==> src/rtl/roi_harness_pkg.sv <==
// Shared types and width helpers for the ROI serial shift harness.
package roi_harness_pkg;

    typedef enum logic {
        IDLE = 1'b0,
        WAIT = 1'b1
    } state_t;

    // Bits needed to hold a count from 0 to n inclusive.
    function automatic int cnt_w(input int n);
        return $clog2(n + 1);
    endfunction

endpackage

==> src/rtl/roi_harness_cap_fsm.sv <==
// Strobe acceptance and capture-delay sequencing for the ROI shift harness.
module roi_harness_cap_fsm
    import roi_harness_pkg::*;
#(
    parameter int CAP_DLY = 0
) (
    input  logic clk,
    input  logic rst_n,
    input  logic stb,
    output logic load_din,
    output logic capture,
    output logic busy,
    output logic stb_drop
);

    // CAP_DLY is legal only up to 15, so four bits always suffice.
    localparam logic [3:0] DLY_INIT = (CAP_DLY > 0) ? 4'(CAP_DLY - 1) : 4'd0;

    state_t     state_q, state_d;
    logic [3:0] dly_cnt_q, dly_cnt_d;
    logic       stb_drop_q, stb_drop_d;

    always_ff @(posedge clk or negedge rst_n) begin
        if (!rst_n) begin
            state_q    <= IDLE;
            dly_cnt_q  <= 4'd0;
            stb_drop_q <= 1'b0;
        end else begin
            state_q    <= state_d;
            dly_cnt_q  <= dly_cnt_d;
            stb_drop_q <= stb_drop_d;
        end
    end

    // A strobe arriving in WAIT, including on the capture edge, is discarded.
    always_comb begin
        state_d    = state_q;
        dly_cnt_d  = dly_cnt_q;
        stb_drop_d = 1'b0;
        load_din   = 1'b0;
        capture    = 1'b0;
        case (state_q)
            IDLE: begin
                if (stb) begin
                    load_din = 1'b1;
                    if (CAP_DLY == 0) begin
                        capture = 1'b1;
                    end else begin
                        dly_cnt_d = DLY_INIT;
                        state_d   = WAIT;
                    end
                end
            end
            WAIT: begin
                stb_drop_d = stb;
                if (dly_cnt_q == 4'd0) begin
                    capture = 1'b1;
                    state_d = IDLE;
                end else begin
                    dly_cnt_d = dly_cnt_q - 4'd1;
                end
            end
            default: state_d = IDLE;
        endcase
    end

    assign busy     = (state_q == WAIT);
    assign stb_drop = stb_drop_q;

endmodule

==> src/rtl/roi_shift_harness.sv <==
// Serial-in / serial-out harness around a parallel ROI: shifts frames in on di,
// drives them to the ROI, captures its result after CAP_DLY cycles and shifts it out on sdo.
module roi_shift_harness
    import roi_harness_pkg::*;
#(
    parameter int DIN_N   = 256,
    parameter int DOUT_N  = 256,
    parameter int CAP_DLY = 0
) (
    input  logic              clk,
    input  logic              rst_n,
    input  logic              di,
    input  logic              stb,
    output logic              sdo,
    output logic [DIN_N-1:0]  din,
    input  logic [DOUT_N-1:0] dout,
    output logic              busy,
    output logic              in_full,
    output logic              out_valid,
    output logic              stb_drop
);

    localparam int IN_W  = cnt_w(DIN_N);
    localparam int OUT_W = cnt_w(DOUT_N);
    localparam logic [IN_W-1:0]  IN_MAX  = IN_W'(DIN_N);
    localparam logic [IN_W-1:0]  IN_ONE  = IN_W'(1);
    localparam logic [OUT_W-1:0] OUT_MAX = OUT_W'(DOUT_N);
    localparam logic [OUT_W-1:0] OUT_ONE = OUT_W'(1);

    logic              load_din;
    logic              capture;

    logic [DIN_N-1:0]  din_shr_q, din_shr_d;
    logic [DOUT_N-1:0] dout_shr_q, dout_shr_d;
    logic [DIN_N-1:0]  din_q, din_d;
    logic [IN_W-1:0]   in_cnt_q, in_cnt_d;
    logic [OUT_W-1:0]  out_cnt_q, out_cnt_d;

    roi_harness_cap_fsm #(
        .CAP_DLY (CAP_DLY)
    ) u_cap_fsm (
        .clk      (clk),
        .rst_n    (rst_n),
        .stb      (stb),
        .load_din (load_din),
        .capture  (capture),
        .busy     (busy),
        .stb_drop (stb_drop)
    );

    always_ff @(posedge clk or negedge rst_n) begin
        if (!rst_n) begin
            din_shr_q  <= '0;
            dout_shr_q <= '0;
            din_q      <= '0;
            in_cnt_q   <= '0;
            out_cnt_q  <= '0;
        end else begin
            din_shr_q  <= din_shr_d;
            dout_shr_q <= dout_shr_d;
            din_q      <= din_d;
            in_cnt_q   <= in_cnt_d;
            out_cnt_q  <= out_cnt_d;
        end
    end

    // The accepted-strobe cycle's di already belongs to the next frame, hence in_cnt restarts at 1.
    always_comb begin
        din_shr_d  = {din_shr_q[DIN_N-2:0], di};
        dout_shr_d = capture ? dout : {dout_shr_q[DOUT_N-2:0], din_shr_q[DIN_N-1]};
        din_d      = load_din ? din_shr_q : din_q;

        if (load_din) begin
            in_cnt_d = IN_ONE;
        end else if (in_cnt_q == IN_MAX) begin
            in_cnt_d = in_cnt_q;
        end else begin
            in_cnt_d = in_cnt_q + IN_ONE;
        end

        if (capture) begin
            out_cnt_d = OUT_MAX;
        end else if (out_cnt_q == '0) begin
            out_cnt_d = out_cnt_q;
        end else begin
            out_cnt_d = out_cnt_q - OUT_ONE;
        end
    end

    assign din       = din_q;
    assign sdo       = dout_shr_q[DOUT_N-1];
    assign in_full   = (in_cnt_q == IN_MAX);
    assign out_valid = (out_cnt_q != '0);

endmodule

==> config.mk <==
export PLATFORM = sky130hd
export DESIGN_NAME = roi_shift_harness
export DESIGN_NICKNAME = d
export VERILOG_FILES = /design/src/rtl/roi_harness_pkg.sv /design/src/rtl/roi_harness_cap_fsm.sv /design/src/rtl/roi_shift_harness.sv
export SDC_FILE = /design/constraint.sdc
export NUM_CORES = 1
export LEC_CHECK = 0
export BUFFER_PORTS_ARGS = -buffer_cell sky130_fd_sc_hd__clkbuf_2
export CAP_MARGIN = 20
export CORE_ASPECT_RATIO = 1.4
export CORE_UTILIZATION = 35
export DETAILED_ROUTE_END_ITERATION = 10
export PLACE_DENSITY_LB_ADDON = 0.25
export SYNTH_ARGS = -nofsm -noshare
export SYNTH_HDL_FRONTEND = slang
export SYNTH_SLANG_ARGS = --single-unit
==> constraint.sdc <==
create_clock -name clk -period 3.5 [get_ports clk]
set_clock_uncertainty 0.2 [all_clocks]
set_input_delay 0 -clock clk [delete_from_list [all_inputs] [get_ports clk]]
set_output_delay 0 -clock clk [all_outputs]
set_load 0.01 [all_outputs]
==> results of run 1 <==
[per-stage QoR]
stage / setup slack (ns) / util, % / cells / hold slack [ns]
floorplan: 1.58 / - / 2540 / -0.496
global placement: 1.12 / 40.5 / 3945 / -0.128
detailed placement: 1.04 / 40.5 / 3945 / -0.131
CTS: 0.324 / 51.3 / 4637 / 0.0660
global route: 0.0909 / 51.3 / 4642 / 0.0927
finish: 0.330 / 51.3 / 4643 / 0.118
[power by group through the flow]
stage / Combinational, mW / Sequential, mW / Clock [mW]
6_report: 1.80 / 9.74 / 8.54
5_1_grt: 1.99 / 9.77 / 9.15
4_1_cts: 1.75 / 9.73 / 8.82
3_5_place_dp: 1.24 / 9.89 / 0
3_3_place_gp: 1.23 / 9.89 / 0
2_1_floorplan: 0.624 / 9.86 / 0
[state kept, by name, indices dropped and copies added (netlist names)]
| name | flops |
|---|---|
| in_cnt_q | 9 |
| out_cnt_q | 9 |
| u_cap_fsm.stb_drop | 1 |
| din | 256 |
| din_shr_q | 256 |
| u_cap_fsm.dly_cnt_q | 4 |
| dout_shr_q | 256 |
| u_cap_fsm.busy | 1 |
[layer usage]
| metal | vias to the layer above | track usage (%) |
|---|---|---|
| li1 | 9822 | - |
| met1 | 10400 | 24.3 |
| met2 | 748 | 32.8 |
| met3 | 207 | 7.01 |
| met4 | 2 | 8.37 |
| met5 | - | 0 |
[worst register-to-register path, stage by stage (launching register included)]
cell and delay, ns:
dfrtp_1 0.40, inv_1 0.07, ha_1 0.15, nor3b_1 0.55, a21o_4 0.47, nand2_1 0.10, dlygate4sd3_1 0.57, nand2_1 0.06
dlygate4sd3_1 0.54
[Yosys cell counts, types with 2 or more instances]
master	instances	area share (%)
dfrtp_1	792	74
nor3b_1	2	0.056
ha_1	4	0.19
o21ai_0	3	0.056
a21oi_2	2	0.066
buf_2	60	1.1
a21oi_1	5	0.094
nor2b_1	2	0.047
buf_1	8	0.11
xor2_1	4	0.13
a211oi_1	2	0.056
inv_1	12	0.17
nor2_1	15	0.21
or3b_1	2	0.066
clkbuf_1	49	0.69
nand3_1	5	0.094
nor4_1	2	0.047
xnor2_1	5	0.16
and3_1	2	0.047
nand2_1	1541	22
o31ai_1	3	0.084
nand4_1	3	0.070
nand2b_1	3	0.070
[final timing paths]
check,from,end,slack [ns],cells past startpoint
setup / recovery,u_cap_fsm.dly_cnt_q[0]$_DFFE_PN0P_,dout_shr_q[50]$_DFF_PN0_,0.33,8
hold / removal,stb,u_cap_fsm.stb_drop$_DFF_PN0_,0.12,3
setup reg to reg,u_cap_fsm.dly_cnt_q[0]$_DFFE_PN0P_,dout_shr_q[50]$_DFF_PN0_,0.33,8
hold reg to reg,din_shr_q[23]$_DFF_PN0_,din_shr_q[24]$_DFF_PN0_,0.17,0
max in group asynchronous,rst_n,dout_shr_q[229]$_DFF_PN0_,1.95,5
min in group asynchronous,rst_n,dout_shr_q[177]$_DFF_PN0_,0.57,4
[kinds of logic after synthesis]
logic type	count (synthesis)
flops	792
compound gates	20
simple gates	1584
xor+xnor	9
fa+ha+maj	4
mux	2
buf+inv	129
[layout make-up]
class	count	area, sq um	share of cell area (%)
tap	968	1210	3.13
clock buffer	106	2260	5.85
timing repair buffer	1104	8600	22.3
antenna	6	15.0	0.0388
clock inverter	36	357	0.922
inverter	12	45.0	0.117
multi-input combinational	1619	6350	16.4
sequential	792	19800	51.3
==> flow_metrics.tcl, run 1 <==
set metrics [dict create \
    yosys.area_share.simple_pct 22.6 \
    dpl_cell_area_sq_um 30500 \
    synth_seq_area_share_pct 74.2 \
    wl_met1_um 31100 \
    synth_warnings 0 \
    synthFlopType "dfrtp_1" \
    critPathCaptureType "flip-flop" \
    seq_power_share_pct 48.5 \
    route.detailed.drc 0 \
    die_y_um 329 \
    ctsHoldBuffers 550 \
    grt_max_degree 199 \
    clk_latency_ns 0.61 \
    critical_path.cell_chain "inv_1, ha_1, nor3b_1, a21o_4, nand2_1, dlygate4sd3_1, nand2_1, dlygate4sd3_1" \
    drv_cap 0 \
    cp-start-kind "flip-flop" \
    fmax_mhz 315 \
    grt_pass1_wl_um 124000 \
    fin_setup_tns_ns 0 \
    post_cts_buffers 0 \
    area_delta_synth_final_pct 44.8 \
    pwr-share-clk_pct 42.5 \
    synth_top_family_by_area "simple AND/OR/NAND/NOR gates" \
    power.leakage_nw 21.1 \
    die_area_sq_um 77400 \
    cp_max_fo 32 \
    fin_crit_ns 3.17 \
    cp_data_arrival_time_ns 3.51 \
    cts_buffer_depth 3 \
    highest_layer "met5" \
    htree_levels 3 \
    worst_path_max_delay_cell "dlygate4sd3_1" \
    path_clk_slew_ns 0.06 \
    tightestPinTransition_ns 1.16 \
    synthAdderAreaFrac_pct 0.187 \
    relSlewSlack_pct 22.7 \
    numClockSinks 792 \
    synth_compound_area_share_pct 0.516 \
    drt_iter0_drc 1338 \
    finalInstanceArea_sq_um 38700 \
    portBuffers 520 \
    grtUsageTotal_pct 20.1 \
    total_power_mw 20.1 \
    top_level_ports 521 \
    ys_seq_elements 792 \
    layout_commonest_cell "nand2_1" \
    ant_nets 0 \
    synth-xor-area-share_pct 0.295 \
    rows 119 \
    cts_resized 0 \
    drive_gt1_share_pct 18.9 \
    hpwl_um 42300 \
    fin_nets 3872 \
    final-setup-viol-count 0 \
    coreArea_sq_um 75300 \
    cts_tree "done" \
    syn_inst 2540 \
    synth_mux_area_share_pct 0.0797 \
    cpPeakStageDelay_ns 0.57 \
    grt_pass1_vias 22700 \
    gp_congestion 0.792 \
    routed_wl_um 77300 \
    crit_required_ns 3.84 \
    synth_cell_type_count 37 \
    hold_violations 0 \
    powerDensity_nw_per_um2 519 \
    wl_per_cell_um 16.7 \
    finalCritPeriodShare_pct 90.6 \
    first_pass_iters 5 \
    path_buf_inv 3 \
    cpLargestDelayFamily "buffers and inverters" \
    p_switching_mw 4.76 \
    p_comb_share_pct 9.0 \
    drv_slew 0 \
    synthArstFlopShare_pct 100 \
    synth_edf_count 0 \
    hp-class "input port to flip-flop" \
    switching_share_pct 23.7 \
    start_util_pct 35.4 \
    antenna_found_initial 9 \
    avgSynthCellArea_sq_um 10.5 \
    die_x_um 235 \
    cts_made_buffers 79 \
    viasPerCell 4.57 \
    wl_met2_um 36500 \
    p_int_mw 15.3 \
    grt_setup_unrepaired "false" \
    synth_fp_nets 2804 \
    grt-ovfl-total 0 \
    vias 21200 \
    cts_root_buf "clkbuf_16" \
    met3_length_um 6850 \
    final_cell_mix "nand2_1, dfrtp_1, dlygate4sd3_1, clkbuf_2, clkbuf_16" \
    vdd.ir_drop.worst_mv 0.345 \
    critical_path_class "flip-flop to flip-flop" \
    synth_area_sq_um 26700 \
    status "complete, no violations" \
    n_fill_cell 6498 \
]
Note: power is estimated with default switching activity, not from simulation.
==> run 2, diff against run 1 <==
==> constraint.sdc (replaced) <==
create_clock -name clk -period 3.5 [get_ports clk]
set_clock_uncertainty 0.2 [all_clocks]
set_input_delay 0.7 -clock clk [delete_from_list [all_inputs] [get_ports clk]]
set_output_delay 0.7 -clock clk [all_outputs]
set_load 0.01 [all_outputs]
==> run 2 against run 1 <==
  * Combinational power shrank 33%
  * Via count shrank 15%
  * Fmax up 7.1%
  * Power decreased by 3.5%
  * Non-clock buffer count down 550
  * Clock power shrank 1%
  * Setup slack gained 0.21 ns
  * Global-route usage down 3.4 points
  * Routed wire length decreased by 17%
  * Register-to-register slack improved by 0.66 ns
  * Final cell count down 12%
  * Hold slack worse by 0.037 ns
==> flow_metrics.tcl, run 2 (synthesized netlist as in run 1, its figures left out) <==
set metrics [dict create \
    path_clk_slew_ns 0.06 \
    hpwl_um 41900 \
    die_area_sq_um 77400 \
    finalInstanceArea_sq_um 33100 \
    p_comb_share_pct 6.3 \
    worst_path_max_delay_cell "dfrtp_1" \
    cts_tree "done" \
    portBuffers 520 \
    routed_wl_um 64500 \
    grtUsageTotal_pct 16.7 \
    dp_cells 3943 \
    power.leakage_nw 18.8 \
    wl_per_cell_um 15.8 \
    final_util_pct 43.9 \
    cts_made_buffers 78 \
    route.detailed.drc 0 \
    cts_buffer_depth 3 \
    htree_levels 3 \
    cts_root_buf "clkbuf_16" \
    die_y_um 329 \
    critPathCaptureType "output pin" \
    vdd.ir_drop.worst_mv 0.472 \
    rows 119 \
    cp-start-kind "flip-flop" \
    pwr-share-clk_pct 43.5 \
    drv_slew 0 \
    cp_data_arrival_time_ns 2.06 \
    cts_resized 0 \
    rrSetupSlack_ns 0.99 \
    coreArea_sq_um 75300 \
    cp_max_fo 6 \
    r2r_start "u_cap_fsm.dly_cnt_q[0]$_DFFE_PN0P_" \
    first_pass_iters 4 \
    layout_commonest_cell "nand2_1" \
    grt_pass1_vias 18500 \
    final-setup-viol-count 0 \
    fmax_mhz 338 \
    p_switching_mw 4.54 \
    r2r_end "dout_shr_q[172]$_DFF_PN0_" \
    post_cts_buffers 0 \
    viasPerCell 4.43 \
    gp_congestion 0.768 \
    vias 18100 \
    crit_required_ns 2.60 \
    ant_nets 0 \
    finalCritPeriodShare_pct 84.6 \
    hold_path_depth 3 \
    worst_slack_ns 0.540 \
    dpl_cell_area_sq_um 30500 \
    grt_setup_unrepaired "false" \
    critical_path_class "flip-flop to output pin" \
    grt_max_degree 204 \
    n_antenna_cell 0 \
    fin_crit_ns 2.96 \
    grt-ovfl-total 0 \
    fin_nets 3321 \
    relSlewSlack_pct 14.9 \
    p_int_mw 14.8 \
    worst_r2r_path_depth 7 \
    seq_power_share_pct 50.2 \
    drv_cap 0 \
    hold_end "dout_shr_q[112]$_DFF_PN0_" \
    switching_share_pct 23.4 \
    top_level_ports 521 \
    area_delta_synth_final_pct 23.9 \
    cpPeakStageDelay_ns 0.42 \
    powerDensity_nw_per_um2 586 \
    drive_gt1_share_pct 22.1 \
    holdWs_ns 0.0811 \
    place_ws_ns 1.00 \
    hold_violations 0 \
    critical_path.cell_chain "inv_1, ha_1, nor4b_1, nand3_1, clkbuf_2" \
    total_power_mw 19.4 \
    clk_latency_ns 0.61 \
    hold_start "dout[112]" \
    fin_setup_tns_ns 0 \
    final_cell_mix "nand2_1, dfrtp_1, clkbuf_2, clkbuf_16, buf_12" \
    numClockSinks 792 \
    status "complete, no violations" \
    start_util_pct 35.4 \
    finalNonFillerCells 4081 \
    antenna_found_initial 4 \
    tightestPinTransition_ns 1.28 \
    hp-class "input port to flip-flop" \
    grt_pass1_wl_um 102000 \
    die_x_um 235 \
    drt_iter0_drc 1109 \
]
[run 2: changes by cell type in the layout (fill, tap and decap cells not counted), sizes merged]
cell and delta:
diode -6, clkinv -5, clkinvlp +1, clkbuf -4
inv +1, dlygate4sd3 -547, buf -3, bufinv +1
[run 2: worst max-delay path, delay by kind of cell, from the launching register on]
family	cells	cell delay [ns]
adders and majority gates	1	0.22
DFF	1	0.42
and+or+nand+nor	2	0.51
buffers and inverters	2	0.30
[run 2: worst max-delay path by stage]
stage	from	to	slack, ns	depth (start not counted)
2_1_floorplan	out_cnt_q[0]$_DFFE_PN0P_	out_valid	1.48	4
3_3_place_gp	u_cap_fsm.dly_cnt_q[0]$_DFFE_PN0P_	dout_shr_q[186]$_DFF_PN0_	1.05	7
3_5_place_dp	u_cap_fsm.dly_cnt_q[0]$_DFFE_PN0P_	dout_shr_q[249]$_DFF_PN0_	1.00	7
4_1_cts	out_cnt_q[0]$_DFFE_PN0P_	out_valid	0.49	5
5_1_grt	out_cnt_q[0]$_DFFE_PN0P_	out_valid	0.33	5
6_report	out_cnt_q[0]$_DFFE_PN0P_	out_valid	0.54	5
[run 2: layout make-up]
cell class                 instances  area [sq um]
timing repair buffer             554          3090
fill                            7278         42300
clock inverter                    34           382
inverter                          12          45.0
clock buffer                     102          2180
multi-input combinational       1619          6350
sequential                       792         19800
tap                              968          1210
[run 2: power groups by stage]
stage               clock network [mW]  registers, mW  logic, mW
floorplan                            0           9.86      0.624
global placement                     0           9.88       1.24
detailed placement                   0           9.89       1.25
CTS                               8.71           9.72       1.25
global route                      9.04           9.76       1.39
finish                            8.43           9.72       1.21
[run 2: routing by layer]
layer	global-route usage [%]	up-vias	part of all wire [%]
li1	-	8713	-
met1	21.3	8790	43
met2	25.9	467	46
met3	6.38	94	9.3
met4	5.94	4	2.4
met5	0	-	0.036
[run 2: repair_timing]
item | 4_1_cts | 5_1_grt
setup endpoints to repair | 0 | 0
hold buffers | 2 | 0
endpoints found under the hold margin | 44 | 0
